## src/rtl/pic_pkg.sv

```systemverilog
// Shared constants and types for the PIC-style fetch unit and its return stack.
// Latency: n/a (package only).
// Backpressure: n/a (package only).
package pic_pkg;

    localparam int PC_W    = 11;
    localparam int INSTR_W = 14;

    typedef logic [PC_W-1:0]    pc_t;
    typedef logic [INSTR_W-1:0] instr_t;

    // Opcode match patterns
    localparam logic [2:0] OP_GOTO      = 3'b101;   // IR[13:11]
    localparam logic [2:0] OP_CALL      = 3'b100;   // IR[13:11]
    localparam logic [3:0] OP_RETLW     = 4'b1101;  // IR[13:10]
    localparam instr_t     INSTR_RETURN = 14'h0008;
    localparam instr_t     INSTR_RETFIE = 14'h0009;
    localparam instr_t     INSTR_NOP    = 14'h0000;

    localparam pc_t PC_ONE = 11'd1;

    // What the fetch stage does at the next rising edge
    typedef enum logic [2:0] {
        ACT_FETCH  = 3'd0,
        ACT_HOLD   = 3'd1,
        ACT_JUMP   = 3'd2,
        ACT_RETURN = 3'd3,
        ACT_SKIP   = 3'd4
    } fetch_act_t;

    function automatic logic is_return(input instr_t instr);
        return (instr == INSTR_RETURN) || (instr == INSTR_RETFIE) ||
               (instr[13:10] == OP_RETLW);
    endfunction

endpackage

```

## src/rtl/call_stack.sv

```systemverilog
// Circular return-address stack; full push overwrites oldest, empty pop wraps; both set sticky err.
// Latency: pop_data is combinational (top entry); push/pop take effect at the rising edge.
// Backpressure: none; push and pop are always accepted (push wins if both asserted).
// Ports: clk, rst_n (async active-low), push/push_data, pop/pop_data, err (sticky).
module call_stack
    import pic_pkg::*;
#(
    parameter int STACK_DEPTH = 8   // power of two, at least 2
) (
    input  logic clk,
    input  logic rst_n,
    input  logic push,
    input  pc_t  push_data,
    input  logic pop,
    output pc_t  pop_data,
    output logic err
);

    localparam int PTR_W = (STACK_DEPTH > 1) ? $clog2(STACK_DEPTH) : 1;

    localparam logic [PTR_W-1:0] PTR_ONE = 1;
    localparam logic [PTR_W:0]   CNT_ONE = 1;
    localparam logic [PTR_W:0]   CNT_FULL = STACK_DEPTH[PTR_W:0];

    pc_t              mem [STACK_DEPTH];
    logic [PTR_W-1:0] sp;       // next free slot; wraps naturally
    logic [PTR_W:0]   count;    // entries held, saturates at STACK_DEPTH
    logic [PTR_W-1:0] top_idx;

    // With a power-of-two depth the pointer wraps for free, so an empty pop
    // reads the slot just below sp, and a full push lands on the oldest entry.
    assign top_idx  = sp - PTR_ONE;
    assign pop_data = mem[top_idx];

    // Entry contents are not reset
    always_ff @(posedge clk) begin
        if (push) begin
            mem[sp] <= push_data;
        end
    end

    always_ff @(posedge clk or negedge rst_n) begin
        if (!rst_n) begin
            sp    <= '0;
            count <= '0;
            err   <= 1'b0;
        end else if (push) begin
            sp <= sp + PTR_ONE;
            if (count == CNT_FULL) begin
                err <= 1'b1;
            end else begin
                count <= count + CNT_ONE;
            end
        end else if (pop) begin
            sp <= top_idx;
            if (count == '0) begin
                err <= 1'b1;
            end else begin
                count <= count - CNT_ONE;
            end
        end
    end

endmodule

```

## src/rtl/program_fetch.sv

```systemverilog
// Two-stage instruction fetch (PC -> ROM -> IR) with GOTO/CALL/return/skip handling.
// Latency: ROM word appears in ir_out one edge after its address; taken branch costs one bubble.
// Backpressure: stall_in freezes PC, IR, ir_valid and the return stack for that cycle.
// Ports: clk, rst_n (async active-low), Rom_addr_out/Rom_data_in (combinational ROM),
//        stall_in, skip_in from execute; ir_out/ir_valid_out to execute; stack_err_out sticky.
module program_fetch
    import pic_pkg::*;
#(
    parameter int STACK_DEPTH = 8
) (
    input  logic               clk,
    input  logic               rst_n,
    output logic [PC_W-1:0]    Rom_addr_out,
    input  logic [INSTR_W-1:0] Rom_data_in,
    input  logic               stall_in,
    input  logic               skip_in,
    output logic [INSTR_W-1:0] ir_out,
    output logic               ir_valid_out,
    output logic               stack_err_out
);

    pc_t        pc;
    instr_t     ir;
    logic       ir_valid;
    pc_t        pc_inc;
    pc_t        ret_addr;
    logic       is_jump;
    logic       is_call;
    logic       is_ret;
    logic       push;
    logic       pop;
    fetch_act_t act;

    // 11-bit wrap from 7FF to 000 falls out of the vector width
    assign pc_inc = pc + PC_ONE;

    // Bubbles never decode as control flow
    assign is_call = ir_valid && (ir[13:11] == OP_CALL);
    assign is_jump = ir_valid && ((ir[13:11] == OP_GOTO) || (ir[13:11] == OP_CALL));
    assign is_ret  = ir_valid && is_return(ir);

    always_comb begin
        act = ACT_FETCH;
        if (stall_in) begin
            act = ACT_HOLD;
        end else if (is_jump) begin
            act = ACT_JUMP;
        end else if (is_ret) begin
            act = ACT_RETURN;
        end else if (ir_valid && skip_in) begin
            act = ACT_SKIP;
        end
    end

    // PC already points past the CALL, so it is the return address
    assign push = (act == ACT_JUMP) && is_call;
    assign pop  = (act == ACT_RETURN);

    call_stack #(
        .STACK_DEPTH (STACK_DEPTH)
    ) u_call_stack (
        .clk       (clk),
        .rst_n     (rst_n),
        .push      (push),
        .push_data (pc),
        .pop       (pop),
        .pop_data  (ret_addr),
        .err       (stack_err_out)
    );

    always_ff @(posedge clk or negedge rst_n) begin
        if (!rst_n) begin
            pc       <= '0;
            ir       <= INSTR_NOP;
            ir_valid <= 1'b0;
        end else begin
            case (act)
                ACT_HOLD: begin
                    pc       <= pc;
                    ir       <= ir;
                    ir_valid <= ir_valid;
                end
                ACT_JUMP: begin
                    pc       <= ir[PC_W-1:0];
                    ir       <= INSTR_NOP;
                    ir_valid <= 1'b0;
                end
                ACT_RETURN: begin
                    pc       <= ret_addr;
                    ir       <= INSTR_NOP;
                    ir_valid <= 1'b0;
                end
                ACT_SKIP: begin
                    // Word fetched this cycle is the skipped one; drop it
                    pc       <= pc_inc;
                    ir       <= INSTR_NOP;
                    ir_valid <= 1'b0;
                end
                default: begin
                    pc       <= pc_inc;
                    ir       <= Rom_data_in;
                    ir_valid <= 1'b1;
                end
            endcase
        end
    end

    assign Rom_addr_out = pc;
    assign ir_out       = ir;
    assign ir_valid_out = ir_valid;

endmodule

```

## config.mk

```make
export PLATFORM = sky130hd
export DESIGN_NAME = program_fetch
export DESIGN_NICKNAME = d
export VERILOG_FILES = /design/src/rtl/pic_pkg.sv /design/src/rtl/call_stack.sv /design/src/rtl/program_fetch.sv
export SDC_FILE = /design/constraint.sdc
export NUM_CORES = 1
export LEC_CHECK = 0
export BUFFER_PORTS_ARGS = -buffer_cell sky130_fd_sc_hd__buf_2
export CAP_MARGIN = 20
export CORE_MARGIN = 2
export CORE_UTILIZATION = 50
export CTS_CLUSTER_DIAMETER = 120
export DETAILED_ROUTE_END_ITERATION = 8
export PLACE_DENSITY = 0.71
export RECOVER_POWER = 50
export SYNTH_ARGS = -nofsm -noshare
export SYNTH_HDL_FRONTEND = slang
export SYNTH_SLANG_ARGS = --single-unit
```

## constraint.sdc

```tcl
create_clock -name clk -period 3.7 [get_ports clk]
set_clock_uncertainty 0.05 [all_clocks]
set_input_delay 0.37 -clock clk [delete_from_list [all_inputs] [get_ports clk]]
set_output_delay 0.37 -clock clk [all_outputs]
set_load 0.005 [all_outputs]
```

=== Yosys cells after proc, flatten, opt, wreduce, memory -nomap -nowiden ===
Memories as Yosys holds them, arrays and structs flattened.
Index checks and enable logic that the tools add are counted.

* RAM bits: 88
* Register bits after elaboration: 34
* Memories kept: 1

* Add/sub/neg operators: 5
* Equality and inequality tests: 13
* Muxes and demuxes: 19
* Reductions and logical operators: 14

{| class="wikitable"
|+ Memory list
! name !! depth !! bits a word !! rd ports !! clocked after memory_dff !! write ports !! RTL line !! source
|-
| u_call_stack.mem || 8 || 11 || 1 || 0 || 1 || call_stack.sv:25 || <nowiki>pc_t mem [STACK_DEPTH];</nowiki>
|}

{| class="wikitable"
|+ Operators by type and width
! kind !! count
|-
| one-hot mux 11 bit (3 select lines) || 1
|-
| equality test 14 x 4 -> 1 bit (second input constant) || 2
|-
| one-hot mux 14 bit (2 select lines) || 1
|-
| two-way mux 3 bit || 6
|-
| two-way mux 4 bit || 4
|-
| adder 11 x 1 -> 11 bit (second input constant) || 1
|-
| equality test 3 bit (second input constant) || 3
|-
| equality test 4 bit (second input constant) || 2
|-
| equality test 3 x 2 -> 1 bit (second input constant) || 2
|-
| two-way mux 1 bit || 6
|-
| AND reduction 3 bit || 2
|-
| logical AND 1 bit || 5
|-
| adder 4 x 1 -> 4 bit (second input constant) || 1
|-
| logical NOT 4 bit || 1
|-
| inequality test 2 bit (second input constant) || 2
|-
| nonzero test 2 bit || 2
|-
| subtractor 4 x 1 -> 4 bit (second input constant) || 1
|-
| adder 3 x 1 -> 3 bit (second input constant) || 1
|-
| equality test 3 x 1 -> 1 bit (second input constant) || 1
|-
| logical OR 1 bit || 3
|-
| OR reduction 3 bit || 1
|-
| subtractor 3 x 1 -> 3 bit (second input constant) || 1
|-
| inequality test 2 x 1 -> 1 bit (second input constant) || 1
|-
| one-hot mux 1 bit (2 select lines) || 1
|}

=== Logic depth before layout (Yosys ltp) ===
* Depth in word-level cells: 11
* Depth in mapped cells: 10
* Mapped depth without buffers: 7

=== Hierarchy ===
From an unflattened synthesis, not the netlist that was laid out.

* Cells, all modules: 310
* Area, all modules: 5270.1 um^2

{| class="wikitable"
|+ By module, submodules not included
! module !! sequential area each (um^2) !! times used !! area each (um^2) !! cells each
|-
| call_stack || 2842.7 || 1 || 3900.0 || 184
|-
| program_fetch || 650.6 || 1 || 1370.1 || 126
|}

=== Worst setup path before layout ===
Ideal clock, no wire load.

* Path type: register -> register
* Start point: register u_call_stack.sp[0]
* End point: register pc[5] (netlist: Rom_addr_out[5])
* Path slack: 786 ps
* Cell stages (with the launch flop): 10
* Data arrival time: 2738 ps
* Period minus slack after synthesis: 2914 ps
* Library setup time: 126 ps
* Required time: 3524 ps
* Cells stage by stage: dfrtp_1 buf_2 buf_2 inv_1 ha_1 clkbuf_1 clkbuf_1 mux4_2 mux2_2 a221o_1

* Longest elaborated chain between the ends: 3

{| class="wikitable"
|+ Ends and longest elaborated chain
! what !! RTL line !! source
|-
| start, declared || call_stack.sv:26 || <nowiki>logic [PTR_W-1:0] sp;</nowiki>
|-
| start signal, assigned || call_stack.sv:48 || <nowiki>sp <= sp + PTR_ONE;</nowiki>
|-
| start signal, assigned || call_stack.sv:55 || <nowiki>sp <= top_idx;</nowiki>
|-
| subtractor 3 x 1 -> 3 bit || call_stack.sv:32 || <nowiki>assign top_idx = sp - PTR_ONE;</nowiki>
|-
| memory read (8 x 11 bit) || - ||
|-
| one-hot mux 11 bit (3 select lines) || program_fetch.sv:77 || <nowiki>case (act)</nowiki>
|-
| end signal, assigned || program_fetch.sv:79 || <nowiki>pc <= pc;</nowiki>
|-
| end signal, assigned || program_fetch.sv:84 || <nowiki>pc <= ir[PC_W-1:0];</nowiki>
|-
| end signal, assigned || program_fetch.sv:89 || <nowiki>pc <= ret_addr;</nowiki>
|-
| end, declared || program_fetch.sv:22 || <nowiki>pc_t pc;</nowiki>
|}

No other way between the ends.
A chain may end at the register's enable or synchronous reset.

=== Worst setup path after layout ===
* Start point: register ir[12] (netlist: ir_out[12])
* End point: register pc[3] (netlist: Rom_addr_out[3])

* Longest elaborated chain between the ends: 9
* Elaborated cells between the ends (all ways): 17
* Those cells by class: eq/ne (8); mux (4); reduce/logical (5)

{| class="wikitable"
|+ Ends and longest elaborated chain
! what !! RTL line !! source
|-
| start, declared || program_fetch.sv:23 || <nowiki>instr_t ir;</nowiki>
|-
| start signal, assigned || program_fetch.sv:80 || <nowiki>ir <= ir;</nowiki>
|-
| start signal, assigned || program_fetch.sv:101 || <nowiki>ir <= Rom_data_in;</nowiki>
|-
| equality test 14 x 4 -> 1 bit || pic_pkg.sv:32 || <nowiki>return (instr == INSTR_RETURN) || (instr == INSTR_RETFIE) ||</nowiki>
|-
| logical OR 1 bit (2 in series) || pic_pkg.sv:32 ||
|-
| logical AND 1 bit || program_fetch.sv:40 || <nowiki>assign is_ret = ir_valid && is_return(ir);</nowiki>
|-
| two-way mux 3 bit || program_fetch.sv:48 || <nowiki>end else if (is_ret) begin</nowiki>
|-
| two-way mux 3 bit * || program_fetch.sv:46 || <nowiki>end else if (is_jump) begin</nowiki>
|-
| two-way mux 3 bit * || program_fetch.sv:44 || <nowiki>if (stall_in) begin</nowiki>
|-
| equality test 3 x 2 -> 1 bit / equality test 3 x 1 -> 1 bit (equally long branches) || program_fetch.sv:77 ||
|-
| one-hot mux 11 bit (3 select lines) || program_fetch.sv:77 ||
|}

Every way passes the cells marked *; elsewhere a longest branch is shown, timed or not.

==> results.yml <==
outcome:
  outcome: "finished, violations left"
  failed_checks: "max-capacitance violations, max-slew violations"
logic_synthesis:
  muxShareOfSynthArea_pct: 12.4
  synth_compound_gate_area_share_pct: 8.48
  number_of_warning_messages_in_the_yosys_log: 0
  number_of_enable_type_register_cells_in_the_synthesized_netlist: 88
  synth-adder-area-share_pct: 1.16
  synthCells: 357
  yosys_register_bits: 122
  synth_fp_nets: 380
  async_reset_ff_share_pct: 27.9
  syn_avg_cell_area_um2: 15.0
  synth_xor_area_share_pct: 2.45
  yosys.cell_types.count: 52
  largest_family_of_logic_cells_by_synthesized_area: "multiplexers"
  yosys.area_share.simple_pct: 8.50
  synth-seq-area-share_pct: 65.0
  ys.flop_type: "sky130_fd_sc_hd__edfxtp_1"
  synth.cell_area_um2: 5370
grt:
  grt_first_pass_wirelength_um: 17700
  globalRouteTotalUtil_pct: 21.4
  antenna_found_initial: 0
  first_global_vias: 3257
  grt_overflow_total: 0
  grt_start_max_net_pins: 58
setup_path:
  reg2regPathDepth: 3
  worst_ep_required_time_ns: 4.10
  cp_max_fo: 21
  endpoint: "Rom_addr_out[3]$_DFFE_PN0P_"
  critical_r2r_capture: "Rom_addr_out[3]$_DFFE_PN0P_"
  regToRegStartpoint: "ir_out[12]$_DFFE_PN0P_"
  critical_path.endpoint_type: "register"
  path_class: "register to register"
  timing.critical_path.from: "ir_out[12]$_DFFE_PN0P_"
  crit_arrival_ns: 2.98
  crit_path_start_kind: "register"
  rrSetupSlack_ns: 1.12
timing:
  max-slew-margin-rel_pct: -33.0
  setup_viol: 0
  setup_repair_after_global_routing_missed_its_margin: "no"
  tightestPinTransition_ns: 1.99
  tns_ns: 0
  max_freq_ghz: 0.388
  finalCriticalPeriod_ns: 2.58
  number_of_hold_slack_violations_in_the_final_timing_report: 0
  timing.final.crit_share_pct: 69.7
  slew_viol_final: 35
drt:
  avgViaCountPerCell: 5.69
  drc: 0
  drt-pass1-iter-count: 5
  drt-initial-drc-count: 229
  final_antenna_net_count: 0
  routed_wirelength_um: 11000
  post_drt_wl_per_cell_um: 19.5
  route.vias.total: 3214
min_path:
  hold_path_startpoint: "Rom_data_in[3]"
  min_path_type: "input pin to register"
final_layout:
  layout.cells.most_common: "sky130_fd_sc_hd__edfxtp_1"
  layout-area-overhead-vs-synth_pct: 19.6
  num_antenna_cells: 0
  finish.instance_area_um2: 6420
  drive_gt1_share_pct: 27.7
  final_cell_mix: "88 x sky130_fd_sc_hd__edfxtp_1, 42 x sky130_fd_sc_hd__nand2_1, 36 x sky130_fd_sc_hd__buf_2"
  fin_nets: 439
clock_network:
  cts_hold_buf: 1
  clkTransAtPathRegs_ns: 0.06
  cts_sinks: 122
  cts.path.max_buffers: 2
  cts.root.buffer_cell: "sky130_fd_sc_hd__clkbuf_8"
  worst_skew_pair.late_latency_ns: 0.52
  cts-htree-levels: 4
  cts_tree: "built"
  tritoncts.num_buffers: 17
  cts_resizes: 0
  cts_setup_buffers: 0
run:
  max_cap_violations: 1
floorplan:
  die-height_um: 108
  initial_core_util_pct: 51.8
  fp.coreArea_um2: 10400
  io-pin-count: 45
  die-area_um2: 11600
  chipWidth_um: 108
  placementRows: 37
pwr:
  pwr_density_nw_per_um2: 828
  power.static_leakage_nw: 2.36
  max_ir_drop_vdd_mv: 0.438
place:
  routabilityCongestion: 0.822
  hpwlAfterDp_um: 6940
  port_buffers: 44
  placed_area_um2: 5770
==> layout make-up <==
type                            count  area [um2]
Multi-Input combinational cell    211        1790
Tap cell                          136         170
Fill cell                         795        3950
Sequential cell                   122        3490
Clock inverter                     12         199
Inverter                            7        26.3
Timing Repair Buffer               57         319
Clock buffer                       20         425
==> stage by stage <==
stage               std cells  hold WS (ns)  setup slack (ns)  total power [W]  utilization [%]
global placement          530         0.387              1.20          0.00356             55.7
global route              565       0.00910              1.01          0.00560             61.9
finish                    565        0.0213              1.12          0.00532             61.9
detailed placement        530         0.406              1.18          0.00361             55.7
CTS                       563       0.00862              1.19          0.00536             61.8
floorplan                 357        0.0244             0.786          0.00314                -
==> per-layer routing <==
metal / vias to the layer above / wire, um / track usage (%)
li1: 1504 / - / -
met1: 1572 / 4640 / 28.0
met2: 128 / 5380 / 33.6
met3: 10 / 912 / 8.05
met4: 0 / 104 / 6.50
met5: - / 0 / 0
==> report_power, final <==
| part | switching (W) | internal, W |
|---|---|---|
| sequential | 0.000319 | 0.00176 |
| combinational | 0.000741 | 0.000760 |
| clock | 0.000575 | 0.00116 |
==> Yosys cell counts, drive strengths merged, types with 6 or more instances <==
| library cell | number | area share (%) |
|---|---|---|
| edfxtp | 88 | 49 |
| nand2 | 43 | 3.1 |
| dfrtp | 34 | 16 |
| mux4 | 22 | 9.2 |
| nor2 | 21 | 1.7 |
| o21ai | 20 | 1.9 |
| buf | 10 | 0.98 |
| xnor2 | 10 | 1.6 |
| mux2 | 9 | 1.9 |
| a221o | 7 | 1.3 |
| clkbuf | 7 | 0.49 |
| inv | 7 | 0.49 |
| mux2i | 7 | 1.3 |
| nor3 | 7 | 0.65 |
| a2111oi | 6 | 0.98 |
| a21oi | 6 | 0.77 |
| nand3 | 6 | 0.56 |
==> flip-flops by register name, summed over array words and instances (netlist names) <==
register,flops
Rom_addr_out,11
u_call_stack.err,1
u_call_stack.sp,3
ir_valid_out,1
u_call_stack.count,4
u_call_stack.mem,88
ir_out,14
==> how the worst min path moves through the flow <==
stage,endpoint,slack (ns),depth (start not counted)
global route,ir_out[8]$_DFFE_PN0P_,0.009,3
global placement,u_call_stack.err$_DFFE_PN0P_,0.39,1
CTS,ir_out[4]$_DFFE_PN0P_,0.009,3
finish,ir_out[3]$_DFFE_PN0P_,0.02,3
detailed placement,u_call_stack.err$_DFFE_PN0P_,0.41,1
floorplan,Rom_addr_out[0]$_DFFE_PN0P_,0.02,0
==> cells by family (layout without fill, tap and decap cells) <==
family	count (synthesis)	after routing
buffers and inverters	24	96
adder cells (fa/ha/maj)	5	5
multiplexers	38	38
XOR/XNOR	15	15
AND/OR/NAND/NOR	95	95
AO/OA/AOI/OAI	58	58
flip-flops	122	122
==> worst max-delay path, cell delays in order, from the launching register on <==
cell and delay [ns]:
sky130_fd_sc_hd__dfrtp_1 0.45, sky130_fd_sc_hd__nand3b_1 0.67, sky130_fd_sc_hd__a2111oi_0 1.11, sky130_fd_sc_hd__a221o_1 0.23
No activity file was read; power rests on OpenSTA's default activity.
